===== config.mk =====
export PLATFORM = sky130hd
export DESIGN_NAME = nibble_serial_adder_flat
export DESIGN_NICKNAME = d
export VERILOG_FILES = /design/src/rtl/nibble_serial_adder_pkg.sv /design/src/rtl/nibble_serial_adder_if.sv /design/src/rtl/nibble_serial_adder_xor.sv /design/src/rtl/nibble_serial_adder.sv /design/src/flat_wrapper.sv
export SDC_FILE = /design/constraint.sdc
export NUM_CORES = 1
export LEC_CHECK = 0
export CAP_MARGIN = 20
export CORE_ASPECT_RATIO = 1.1
export CORE_MARGIN = 2
export CORE_UTILIZATION = 49
export DETAILED_ROUTE_END_ITERATION = 8
export PLACE_DENSITY = 0.86
export SLEW_MARGIN = 25
export SYNTH_ARGS = -nofsm -noshare
export SYNTH_HDL_FRONTEND = slang
export SYNTH_SLANG_ARGS = --single-unit

===== constraint.sdc =====
create_clock -name clk -period 1.88 [get_ports clk]
set_input_delay 0.564 -clock clk [delete_from_list [all_inputs] [get_ports clk]]
set_output_delay 0.564 -clock clk [all_outputs]
set_load 0.05 [all_outputs]

===== src/rtl/nibble_serial_adder_pkg.sv =====
// Shared definitions for the nibble-serial adder: FSM state encoding and nibble width.
package nsa_pkg;

  localparam int NIB_W = 4;

  typedef enum logic [1:0] {
    IDLE = 2'd0,
    RUN  = 2'd1,
    DONE = 2'd2
  } state_t;

endpackage


===== src/rtl/nibble_serial_adder_if.sv =====
// Host-side handshake and result bus of the nibble-serial adder.
interface nsa_if #(
  parameter int WIDTH = 16
);

  logic             start;
  logic [WIDTH-1:0] a;
  logic [WIDTH-1:0] b;
  logic             cin;
  logic             busy;
  logic             done;
  logic [WIDTH-1:0] sum;
  logic             cout;
  logic             ovf;

  modport master (
    output start, a, b, cin,
    input  busy, done, sum, cout, ovf
  );

  modport slave (
    input  start, a, b, cin,
    output busy, done, sum, cout, ovf
  );

endinterface


===== src/rtl/nibble_serial_adder_xor.sv =====
// Sum stage of one nibble: propagate terms XORed with the carries delivered by the CLB.
module nibble_sum_xor (
  input  logic [3:0] ina,
  input  logic [3:0] inb,
  input  logic       cin,
  input  logic       c1,
  input  logic       c2,
  input  logic       c3,
  output logic [3:0] s
);

  logic [3:0] p;

  assign p = ina ^ inb;
  assign s = p ^ {c3, c2, c1, cin};

endmodule


===== src/rtl/nibble_serial_adder.sv =====
// Sequential WIDTH-bit adder that feeds an external 4-bit CLB one nibble per clock
// and assembles sum, carry-out and signed overflow behind a start/busy/done handshake.
module nibble_serial_adder
  import nsa_pkg::*;
#(
  parameter int WIDTH = 16,
  parameter int NIBS  = WIDTH / 4
) (
  input  logic       clk,
  input  logic       rst,
  nsa_if.slave       bus,
  output logic [3:0] clb_ina,
  output logic [3:0] clb_inb,
  output logic       clb_cin,
  input  logic       clb_c1,
  input  logic       clb_c2,
  input  logic       clb_c3,
  input  logic       clb_cout
);

  localparam int IDX_W = (NIBS > 1) ? $clog2(NIBS) : 1;
  localparam logic [IDX_W-1:0] LAST_IDX = IDX_W'(NIBS - 1);

  state_t           state;
  logic [WIDTH-1:0] a_sr;
  logic [WIDTH-1:0] b_sr;
  logic             carry;
  logic [IDX_W-1:0] idx;
  logic [WIDTH-1:0] sum_r;
  logic             cout_r;
  logic             ovf_r;
  logic             busy_r;
  logic             done_r;
  logic [3:0]       nib_sum;

  assign clb_ina = a_sr[NIB_W-1:0];
  assign clb_inb = b_sr[NIB_W-1:0];
  assign clb_cin = carry;

  nibble_sum_xor u_sum_xor (
    .ina (clb_ina),
    .inb (clb_inb),
    .cin (clb_cin),
    .c1  (clb_c1),
    .c2  (clb_c2),
    .c3  (clb_c3),
    .s   (nib_sum)
  );

  // Operands shift right so the active nibble is always at bit 0 of the shift registers.
  always_ff @(posedge clk) begin
    if (rst) begin
      state  <= IDLE;
      a_sr   <= '0;
      b_sr   <= '0;
      carry  <= 1'b0;
      idx    <= '0;
      sum_r  <= '0;
      cout_r <= 1'b0;
      ovf_r  <= 1'b0;
      busy_r <= 1'b0;
      done_r <= 1'b0;
    end else begin
      case (state)
        IDLE: begin
          if (bus.start) begin
            a_sr   <= bus.a;
            b_sr   <= bus.b;
            carry  <= bus.cin;
            idx    <= '0;
            sum_r  <= '0;
            cout_r <= 1'b0;
            ovf_r  <= 1'b0;
            busy_r <= 1'b1;
            state  <= RUN;
          end
        end
        RUN: begin
          sum_r[NIB_W*idx +: NIB_W] <= nib_sum;
          carry <= clb_cout;
          a_sr  <= a_sr >> NIB_W;
          b_sr  <= b_sr >> NIB_W;
          idx   <= idx + 1'b1;
          if (idx == LAST_IDX) begin
            cout_r <= clb_cout;
            ovf_r  <= clb_c3 ^ clb_cout;
            busy_r <= 1'b0;
            done_r <= 1'b1;
            state  <= DONE;
          end
        end
        DONE: begin
          done_r <= 1'b0;
          state  <= IDLE;
        end
        default: begin
          busy_r <= 1'b0;
          done_r <= 1'b0;
          state  <= IDLE;
        end
      endcase
    end
  end

  assign bus.busy = busy_r;
  assign bus.done = done_r;
  assign bus.sum  = sum_r;
  assign bus.cout = cout_r;
  assign bus.ovf  = ovf_r;

endmodule


===== src/flat_wrapper.sv =====
// flat-port wrapper written by rule: the top's interface ports become plain ports
module nibble_serial_adder_flat import nsa_pkg::*;
#(
  parameter int WIDTH = 16,
  parameter int NIBS  = WIDTH / 4
)
  (clk, rst, clb_ina, clb_inb, clb_cin, clb_c1, clb_c2, clb_c3, clb_cout, bus_start, bus_a, bus_b, bus_cin, bus_busy, bus_done, bus_sum, bus_cout, bus_ovf);
  nsa_if #(.WIDTH(WIDTH)) bus_i ();
  input  logic clk;
  input  logic rst;
  output logic [3:0] clb_ina;
  output logic [3:0] clb_inb;
  output logic clb_cin;
  input  logic clb_c1;
  input  logic clb_c2;
  input  logic clb_c3;
  input  logic clb_cout;
  input wire logic [$bits(bus_i.start)-1:0] bus_start;
  input wire logic [$bits(bus_i.a)-1:0] bus_a;
  input wire logic [$bits(bus_i.b)-1:0] bus_b;
  input wire logic [$bits(bus_i.cin)-1:0] bus_cin;
  output wire logic [$bits(bus_i.busy)-1:0] bus_busy;
  output wire logic [$bits(bus_i.done)-1:0] bus_done;
  output wire logic [$bits(bus_i.sum)-1:0] bus_sum;
  output wire logic [$bits(bus_i.cout)-1:0] bus_cout;
  output wire logic [$bits(bus_i.ovf)-1:0] bus_ovf;
  assign bus_i.start = bus_start;
  assign bus_i.a = bus_a;
  assign bus_i.b = bus_b;
  assign bus_i.cin = bus_cin;
  assign bus_busy = bus_i.busy;
  assign bus_done = bus_i.done;
  assign bus_sum = bus_i.sum;
  assign bus_cout = bus_i.cout;
  assign bus_ovf = bus_i.ovf;
  nibble_serial_adder #(.WIDTH(WIDTH), .NIBS(NIBS)) u_core (.clk(clk), .rst(rst), .bus(bus_i), .clb_ina(clb_ina), .clb_inb(clb_inb), .clb_cin(clb_cin), .clb_c1(clb_c1), .clb_c2(clb_c2), .clb_c3(clb_c3), .clb_cout(clb_cout));
endmodule

==> metrics.txt, run 1 <==
# TYPE chip_impl_metric gauge
chip_impl_metric{name="detail_route.iter0.violations",unit=""} 112
chip_impl_metric{name="placedCellCount",unit=""} 407
chip_impl_metric{name="min_period",unit="ns"} 1.67
chip_impl_metric{name="cts_made_buffers",unit=""} 9
chip_impl_metric{name="cts_max_path_buffers",unit=""} 2
chip_impl_info{name="final_cell_mix",value="sky130_fd_sc_hd__dfxtp_1 (57), sky130_fd_sc_hd__nand2_1 (48), sky130_fd_sc_hd__buf_4 (42)"} 1
chip_impl_metric{name="synth_top_area_share",unit=""} 0.424
chip_impl_info{name="cts_tree",value="done"} 1
chip_impl_metric{name="cts_post_setup_buffers_inserted",unit=""} 0
chip_impl_metric{name="power",unit="W"} 0.00310
chip_impl_info{name="path_cells",value="inv_1 -> ha_1 -> nor2b_1 -> nand4_1 -> o2bb2ai_1"} 1
chip_impl_metric{name="seq_area_frac_synth",unit=""} 0.424
chip_impl_info{name="synth_area_leaders",value="sky130_fd_sc_hd__dfxtp_1 (42%), sky130_fd_sc_hd__a311oi_2 (11%), sky130_fd_sc_hd__nand2_1 (6.7%)"} 1
chip_impl_metric{name="drt-total-wl",unit="µm"} 6000
chip_impl_metric{name="post_synth_instance_area",unit="µm²"} 2690
chip_impl_metric{name="timing.slew.headroom",unit=""} 0.680
chip_impl_metric{name="initial_utilization",unit=""} 0.505
chip_impl_metric{name="flow.area_growth_from_synthesis",unit="%"} 30.9
chip_impl_info{name="critPathSlowestCell",value="sky130_fd_sc_hd__dfxtp_1"} 1
chip_impl_metric{name="die_area",unit="µm²"} 6100
chip_impl_metric{name="post-dp-hpwl",unit="µm"} 4300
chip_impl_metric{name="viasPerCell",unit=""} 5.25
chip_impl_metric{name="netlist_instances",unit=""} 277
chip_impl_metric{name="drt_pass1_iterations",unit=""} 4
chip_impl_metric{name="grt_start_max_net_pins",unit=""} 27
chip_impl_metric{name="gp_congestion",unit=""} 0.821
chip_impl_metric{name="gr-usage-all-layers",unit=""} 0.211
chip_impl_metric{name="clock_sink_count",unit=""} 57
chip_impl_metric{name="powerDensity",unit="nW/µm²"} 880
chip_impl_metric{name="h-tree-depth",unit=""} 3
chip_impl_metric{name="grt_pass1_vias",unit=""} 2079
chip_impl_info{name="final_common_cell",value="sky130_fd_sc_hd__dfxtp_1"} 1
chip_impl_metric{name="synth_area_per_cell",unit="µm²"} 9.71
chip_impl_metric{name="vdd_ir_drop_max",unit="mV"} 0.470
chip_impl_metric{name="slew_violations",unit=""} 0
chip_impl_metric{name="synth.lib_cells_used.distinct",unit=""} 36
chip_impl_metric{name="floorplan.rows",unit=""} 28
chip_impl_metric{name="final_layout_size_suffix_gt1_frac",unit=""} 0.259
chip_impl_metric{name="ff2ff_setup_slack",unit="ns"} 0.21
chip_impl_metric{name="synth_warnings",unit=""} 0
chip_impl_metric{name="fin_nets",unit=""} 388
chip_impl_info{name="rsz_0062_raised_after_global_routing",value="false"} 1
chip_impl_info{name="end_kind",value="flip-flop"} 1
chip_impl_metric{name="grt-ovfl-total",unit=""} 0
chip_impl_info{name="outcome",value="completed"} 1
chip_impl_metric{name="ctsHoldBuffers",unit=""} 0
chip_impl_metric{name="final-hold-violation-count",unit=""} 0
chip_impl_metric{name="yosys.area_share.simple",unit=""} 0.169
chip_impl_metric{name="finish.cell_count_without_fillers",unit=""} 422
chip_impl_metric{name="drc_errors",unit=""} 0
chip_impl_metric{name="cts_repair_resize_count",unit=""} 0
chip_impl_metric{name="fp.dieW",unit="µm"} 74.6
chip_impl_metric{name="synthesis.nets",unit=""} 322
chip_impl_metric{name="coreArea",unit="µm²"} 5330
chip_impl_metric{name="worst_path_clk_slew",unit="ns"} 0.06
chip_impl_metric{name="power.static_leakage",unit="nW"} 1.40
chip_impl_metric{name="synth_compound_gate_area_share",unit=""} 0.246
chip_impl_metric{name="grt_pass1_wl",unit="µm"} 9740
chip_impl_metric{name="finalCritPeriodShare",unit=""} 0.886
chip_impl_info{name="synth_top_family_by_area",value="compound AO/OA/AOI/OAI gates"} 1
chip_impl_metric{name="worst_skew_pair.late_latency",unit="ns"} 0.33
chip_impl_metric{name="initial_antenna_violation_count",unit=""} 0
chip_impl_metric{name="fmaxAchievable",unit="MHz"} 601
chip_impl_info{name="synth_top_flop_cell",value="sky130_fd_sc_hd__dfxtp_1"} 1
chip_impl_info{name="setup.worst_path.start_class",value="flip-flop"} 1
chip_impl_metric{name="post_synth_xor_xnor_area",unit=""} 0.0293
chip_impl_info{name="synth_largest_area_cell",value="sky130_fd_sc_hd__dfxtp_1"} 1
chip_impl_metric{name="ant_nets",unit=""} 0
chip_impl_metric{name="muxShareOfSynthArea",unit=""} 0.0200
chip_impl_metric{name="numPortBuffers",unit=""} 68
chip_impl_metric{name="finalSetupViolations",unit=""} 0
chip_impl_metric{name="cp.required",unit="ns"} 2.13
chip_impl_metric{name="max_slew.worst_pin.slew",unit="ns"} 0.476
chip_impl_info{name="crit_type",value="flip-flop to flip-flop"} 1
chip_impl_metric{name="critical-path-max-stage-delay",unit="ns"} 0.44
chip_impl_metric{name="clock-skew-final",unit="ns"} 0.00788
chip_impl_metric{name="synth_edf_count",unit=""} 0
chip_impl_info{name="clockRootBuffer",value="sky130_fd_sc_hd__clkbuf_8"} 1
chip_impl_metric{name="post_synth_fa_ha_maj_area_fraction",unit=""} 0.0233
chip_impl_metric{name="cp_data_arrival_time",unit="ns"} 1.91
chip_impl_metric{name="routed_wl_per_cell",unit="µm"} 14.2
chip_impl_metric{name="crit_path_max_fanout",unit=""} 6
chip_impl_metric{name="via_total_after_detailed_routing",unit=""} 2216
chip_impl_metric{name="synth-seq-cells",unit=""} 57
chip_impl_info{name="worstHoldPathType",value="flip-flop to flip-flop"} 1
chip_impl_metric{name="insertedDiodeCount",unit=""} 0
chip_impl_metric{name="die_h",unit="µm"} 81.7
chip_impl_metric{name="io_pins",unit=""} 69
chip_impl_metric{name="maxCapViolCount",unit=""} 0
chip_impl_metric{name="async_flop_share",unit=""} 0
[layer usage]
layer | global-route usage | up-vias | wire length (µm)
met5 | 0 | - | 0
met4 | 0.0536 | 0 | 48
met3 | 0.0638 | 6 | 344
met2 | 0.349 | 70 | 2880
met1 | 0.269 | 1029 | 2730
li1 | - | 1111 | -
[state kept, by name, summed over array words and instances, names as in the netlist]
register         flops
u_core.a_sr         16
u_core.b_sr         16
u_core.bus.busy      1
u_core.bus.cout      1
u_core.bus.done      1
u_core.bus.ovf       1
u_core.bus.sum      16
u_core.clb_cin       1
u_core.idx           2
u_core.state         2
[through the flow]
step | TNS (ns) | instance area, µm² | setup slack [ns] | hold slack (ns) | util
final | 0 | 3520 | 0.215 | 0.463 | 0.661
after global routing | 0 | 3520 | 0.0472 | 0.479 | 0.661
after CTS | 0 | 3520 | 0.229 | 0.467 | 0.661
after detailed placement | -0.288 | 3320 | -0.0497 | 0.448 | 0.624
after global placement | 0 | 3320 | 0.00703 | 0.451 | 0.624
after floorplan | 0 | 2690 | 0.450 | 0.455 | -
[where the power goes]
part	switching [W]	leakage, nW	internal [W]
clock	0.000454	0.102	0.000673
combinational	0.000350	0.831	0.000286
sequential	0.0000514	0.468	0.00128
[synth_stat cells (all sizes together) (4+ instances only)]
cell,count
inv,4
nand4,6
nand2b,5
xor2,5
o2bb2ai,16
nor2,37
xnor2,4
a22oi,9
a311oi,23
dfxtp,57
a21oi,7
ha,5
nand2,48
buf,27
[layout make-up]
cell class	count	area (µm²)
Clock buffer	12	155
Clock inverter	3	40.0
Fill cell	460	1810
Inverter	4	15.0
Multi-Input combinational cell	187	1310
Sequential cell	57	1140
Tap cell	75	93.8
Timing Repair Buffer	84	761
[final timing paths]
kind                      startpoint            endpoint  cells after the start
setup / recovery       u_core.idx[0]   u_core.bus.sum[8]                      5
hold / removal    u_core.bus.sum[14]  u_core.bus.sum[14]                      1
setup reg to reg       u_core.idx[0]   u_core.bus.sum[8]                      5
hold reg to reg   u_core.bus.sum[14]  u_core.bus.sum[14]                      1
[cells by family after synthesis]
logic type / after synthesis
XOR/XNOR: 9
buffers and inverters: 33
multiplexers: 5
AO/OA/AOI/OAI: 65
adder cells (fa/ha/maj): 5
flip-flops: 57
AND/OR/NAND/NOR: 103
[worst max-delay path, delay by kind of cell (launching register included)]
| kind | cells | cell delay (ns) |
|---|---|---|
| DFF | 1 | 0.44 |
| adders and majority gates | 1 | 0.37 |
| and+or+nand+nor | 2 | 0.41 |
| buffers and inverters | 1 | 0.16 |
| AOI/OAI and AO/OA | 1 | 0.22 |
Power figures use the tool's default switching activity.
==> run 2: changes to the inputs <==
--- a/config.mk
+++ b/config.mk
@@ -8,9 +8,10 @@
 export CAP_MARGIN = 20
 export CORE_ASPECT_RATIO = 1.1
 export CORE_MARGIN = 2
-export CORE_UTILIZATION = 49
+export CORE_UTILIZATION = 50
+export CTS_BUF_LIST = sky130_fd_sc_hd__clkbuf_4
 export DETAILED_ROUTE_END_ITERATION = 8
-export PLACE_DENSITY = 0.86
+export PLACE_DENSITY = 0.87
 export SLEW_MARGIN = 25
 export SYNTH_ARGS = -nofsm -noshare
 export SYNTH_HDL_FRONTEND = slang
==> metrics.txt, run 2 (synthesized netlist as in run 1, its figures left out) <==
# TYPE chip_impl_metric gauge
chip_impl_metric{name="min_period",unit="ns"} 1.65
chip_impl_metric{name="gr-usage-all-layers",unit=""} 0.195
chip_impl_metric{name="finish.cell_count_without_fillers",unit=""} 420
chip_impl_metric{name="floorplan.rows",unit=""} 28
chip_impl_metric{name="gp_congestion",unit=""} 0.823
chip_impl_metric{name="crit_path_max_fanout",unit=""} 6
chip_impl_metric{name="timing.hold.worst_path_depth",unit=""} 1
chip_impl_metric{name="power.static_leakage",unit="nW"} 1.36
chip_impl_info{name="hold_path_startpoint",value="u_core.bus.sum[13]"} 1
chip_impl_metric{name="critical-path-max-stage-delay",unit="ns"} 0.45
chip_impl_metric{name="insertedDiodeCount",unit=""} 0
chip_impl_metric{name="flow.area_growth_from_synthesis",unit="%"} 27.6
chip_impl_metric{name="cts_post_setup_buffers_inserted",unit=""} 0
chip_impl_info{name="setup.worst_path.start_class",value="flip-flop"} 1
chip_impl_metric{name="routed_wl_per_cell",unit="µm"} 13.2
chip_impl_info{name="final_cell_mix",value="sky130_fd_sc_hd__dfxtp_1 (57), sky130_fd_sc_hd__nand2_1 (48), sky130_fd_sc_hd__buf_4 (40)"} 1
chip_impl_metric{name="worst_path_clk_slew",unit="ns"} 0.09
chip_impl_info{name="clockRootBuffer",value="sky130_fd_sc_hd__clkbuf_4"} 1
chip_impl_metric{name="grt_start_max_net_pins",unit=""} 37
chip_impl_metric{name="drt-total-wl",unit="µm"} 5540
chip_impl_metric{name="initial_antenna_violation_count",unit=""} 0
chip_impl_metric{name="ctsHoldBuffers",unit=""} 0
chip_impl_metric{name="final_layout_size_suffix_gt1_frac",unit=""} 0.252
chip_impl_metric{name="finalSetupViolations",unit=""} 0
chip_impl_metric{name="ant_nets",unit=""} 0
chip_impl_metric{name="die_h",unit="µm"} 80.9
chip_impl_metric{name="powerDensity",unit="nW/µm²"} 811
chip_impl_info{name="crit_type",value="flip-flop to flip-flop"} 1
chip_impl_metric{name="initial_utilization",unit=""} 0.508
chip_impl_metric{name="h-tree-depth",unit=""} 3
chip_impl_info{name="timing.critical_path.from",value="u_core.idx[0]"} 1
chip_impl_metric{name="clock_sink_count",unit=""} 57
chip_impl_metric{name="via_total_after_detailed_routing",unit=""} 2183
chip_impl_metric{name="placedCellCount",unit=""} 405
chip_impl_metric{name="timing.slew.headroom",unit=""} 0.722
chip_impl_metric{name="reg2reg_depth",unit=""} 5
chip_impl_metric{name="cts_made_buffers",unit=""} 9
chip_impl_info{name="rsz_0062_raised_after_global_routing",value="false"} 1
chip_impl_metric{name="finish.instance_area",unit="µm²"} 3430
chip_impl_metric{name="drt_pass1_iterations",unit=""} 4
chip_impl_metric{name="max_slew.worst_pin.slew",unit="ns"} 0.414
chip_impl_info{name="worstHoldPathType",value="flip-flop to flip-flop"} 1
chip_impl_info{name="end_kind",value="flip-flop"} 1
chip_impl_metric{name="cts_max_path_buffers",unit=""} 2
chip_impl_metric{name="final_core_util",unit=""} 0.649
chip_impl_metric{name="coreArea",unit="µm²"} 5290
chip_impl_metric{name="detail_route.iter0.violations",unit=""} 128
chip_impl_metric{name="drc_errors",unit=""} 0
chip_impl_info{name="path_cells",value="inv_1 -> ha_1 -> nor2b_1 -> nand4_1 -> o2bb2ai_1"} 1
chip_impl_metric{name="placement.cell_area",unit="µm²"} 3310
chip_impl_metric{name="fp.dieW",unit="µm"} 73.9
chip_impl_metric{name="setup_total_negative_slack",unit="ns"} 0
chip_impl_info{name="final_common_cell",value="sky130_fd_sc_hd__dfxtp_1"} 1
chip_impl_metric{name="maxCapViolCount",unit=""} 0
chip_impl_info{name="reg2reg_from",value="u_core.idx[0]"} 1
chip_impl_info{name="critPathSlowestCell",value="sky130_fd_sc_hd__dfxtp_1"} 1
chip_impl_metric{name="grt_pass1_vias",unit=""} 1936
chip_impl_metric{name="grt-ovfl-total",unit=""} 0
chip_impl_metric{name="die_area",unit="µm²"} 5980
chip_impl_metric{name="fmaxAchievable",unit="MHz"} 607
chip_impl_metric{name="viasPerCell",unit=""} 5.20
chip_impl_metric{name="post-dp-hpwl",unit="µm"} 4040
chip_impl_metric{name="vdd_ir_drop_max",unit="mV"} 0.420
chip_impl_info{name="outcome",value="completed"} 1
chip_impl_metric{name="grt_pass1_wl",unit="µm"} 8870
chip_impl_metric{name="clock-skew-final",unit="ns"} 0.0121
chip_impl_metric{name="numPortBuffers",unit=""} 68
chip_impl_metric{name="cp.required",unit="ns"} 2.21
chip_impl_metric{name="worst_skew_pair.late_latency",unit="ns"} 0.40
chip_impl_metric{name="cp_data_arrival_time",unit="ns"} 1.97
chip_impl_metric{name="io_pins",unit=""} 69
chip_impl_metric{name="slew_violations",unit=""} 0
chip_impl_metric{name="cts_repair_resize_count",unit=""} 0
chip_impl_metric{name="fin_nets",unit=""} 386
chip_impl_metric{name="final-hold-violation-count",unit=""} 0
chip_impl_metric{name="finalCritPeriodShare",unit=""} 0.877
chip_impl_info{name="cts_tree",value="done"} 1
run 2: changes by cell type in the layout (fill, tap and decap cells not counted):
cell / delta
sky130_fd_sc_hd__clkbuf_8: -11
sky130_fd_sc_hd__clkbuf_4: +10
sky130_fd_sc_hd__buf_4: -2
sky130_fd_sc_hd__clkinv_1: +2
sky130_fd_sc_hd__clkbuf_1: -1
run 2: routing by layer:
| layer | global-route usage | vias to the layer above | wire (µm) |
|---|---|---|---|
| met5 | 0 | - | 0 |
| met1 | 0.248 | 1022 | 2560 |
| li1 | - | 1098 | - |
| met4 | 0.0709 | 0 | 32 |
| met3 | 0.0596 | 5 | 315 |
| met2 | 0.310 | 58 | 2640 |
run 2: where the power goes:
part / internal (W) / switching (W) / total (W)
Sequential: 0.00128 / 0.0000497 / 0.00133
Combinational: 0.000282 / 0.000343 / 0.000625
Clock: 0.000400 / 0.000430 / 0.000831
run 2: critical path, delay by kind of cell, from the launching register on:
| kind | cells | cell delay, ns |
|---|---|---|
| DFF | 1 | 0.45 |
| buffers and inverters | 1 | 0.15 |
| AOI/OAI and AO/OA | 1 | 0.20 |
| adders and majority gates | 1 | 0.37 |
| and+or+nand+nor | 2 | 0.41 |
run 2: final timing paths:
kind | endpoint | slack, ns
worst max-delay path | u_core.bus.sum[9] | 0.23
worst min-delay path | u_core.bus.sum[13] | 0.47
worst max register to register | u_core.bus.sum[9] | 0.23
worst min register to register | u_core.bus.sum[13] | 0.47
run 2: cell type report:
type / instances / area [µm²]
Sequential cell: 57 / 1140
Tap cell: 75 / 93.8
Timing Repair Buffer: 82 / 746
Inverter: 4 / 15.0
Clock buffer: 10 / 75.1
Fill cell: 446 / 1860
Clock inverter: 5 / 47.5
Multi-Input combinational cell: 187 / 1310
run 2: per-stage QoR:
step | total power (W) | hold slack [ns] | setup slack [ns]
2_1_floorplan | 0.00180 | 0.455 | 0.450
3_3_place_gp | 0.00197 | 0.449 | 0.00872
3_5_place_dp | 0.00198 | 0.448 | -0.0429
4_1_cts | 0.00280 | 0.471 | 0.263
5_1_grt | 0.00291 | 0.485 | 0.0507
6_report | 0.00278 | 0.471 | 0.232
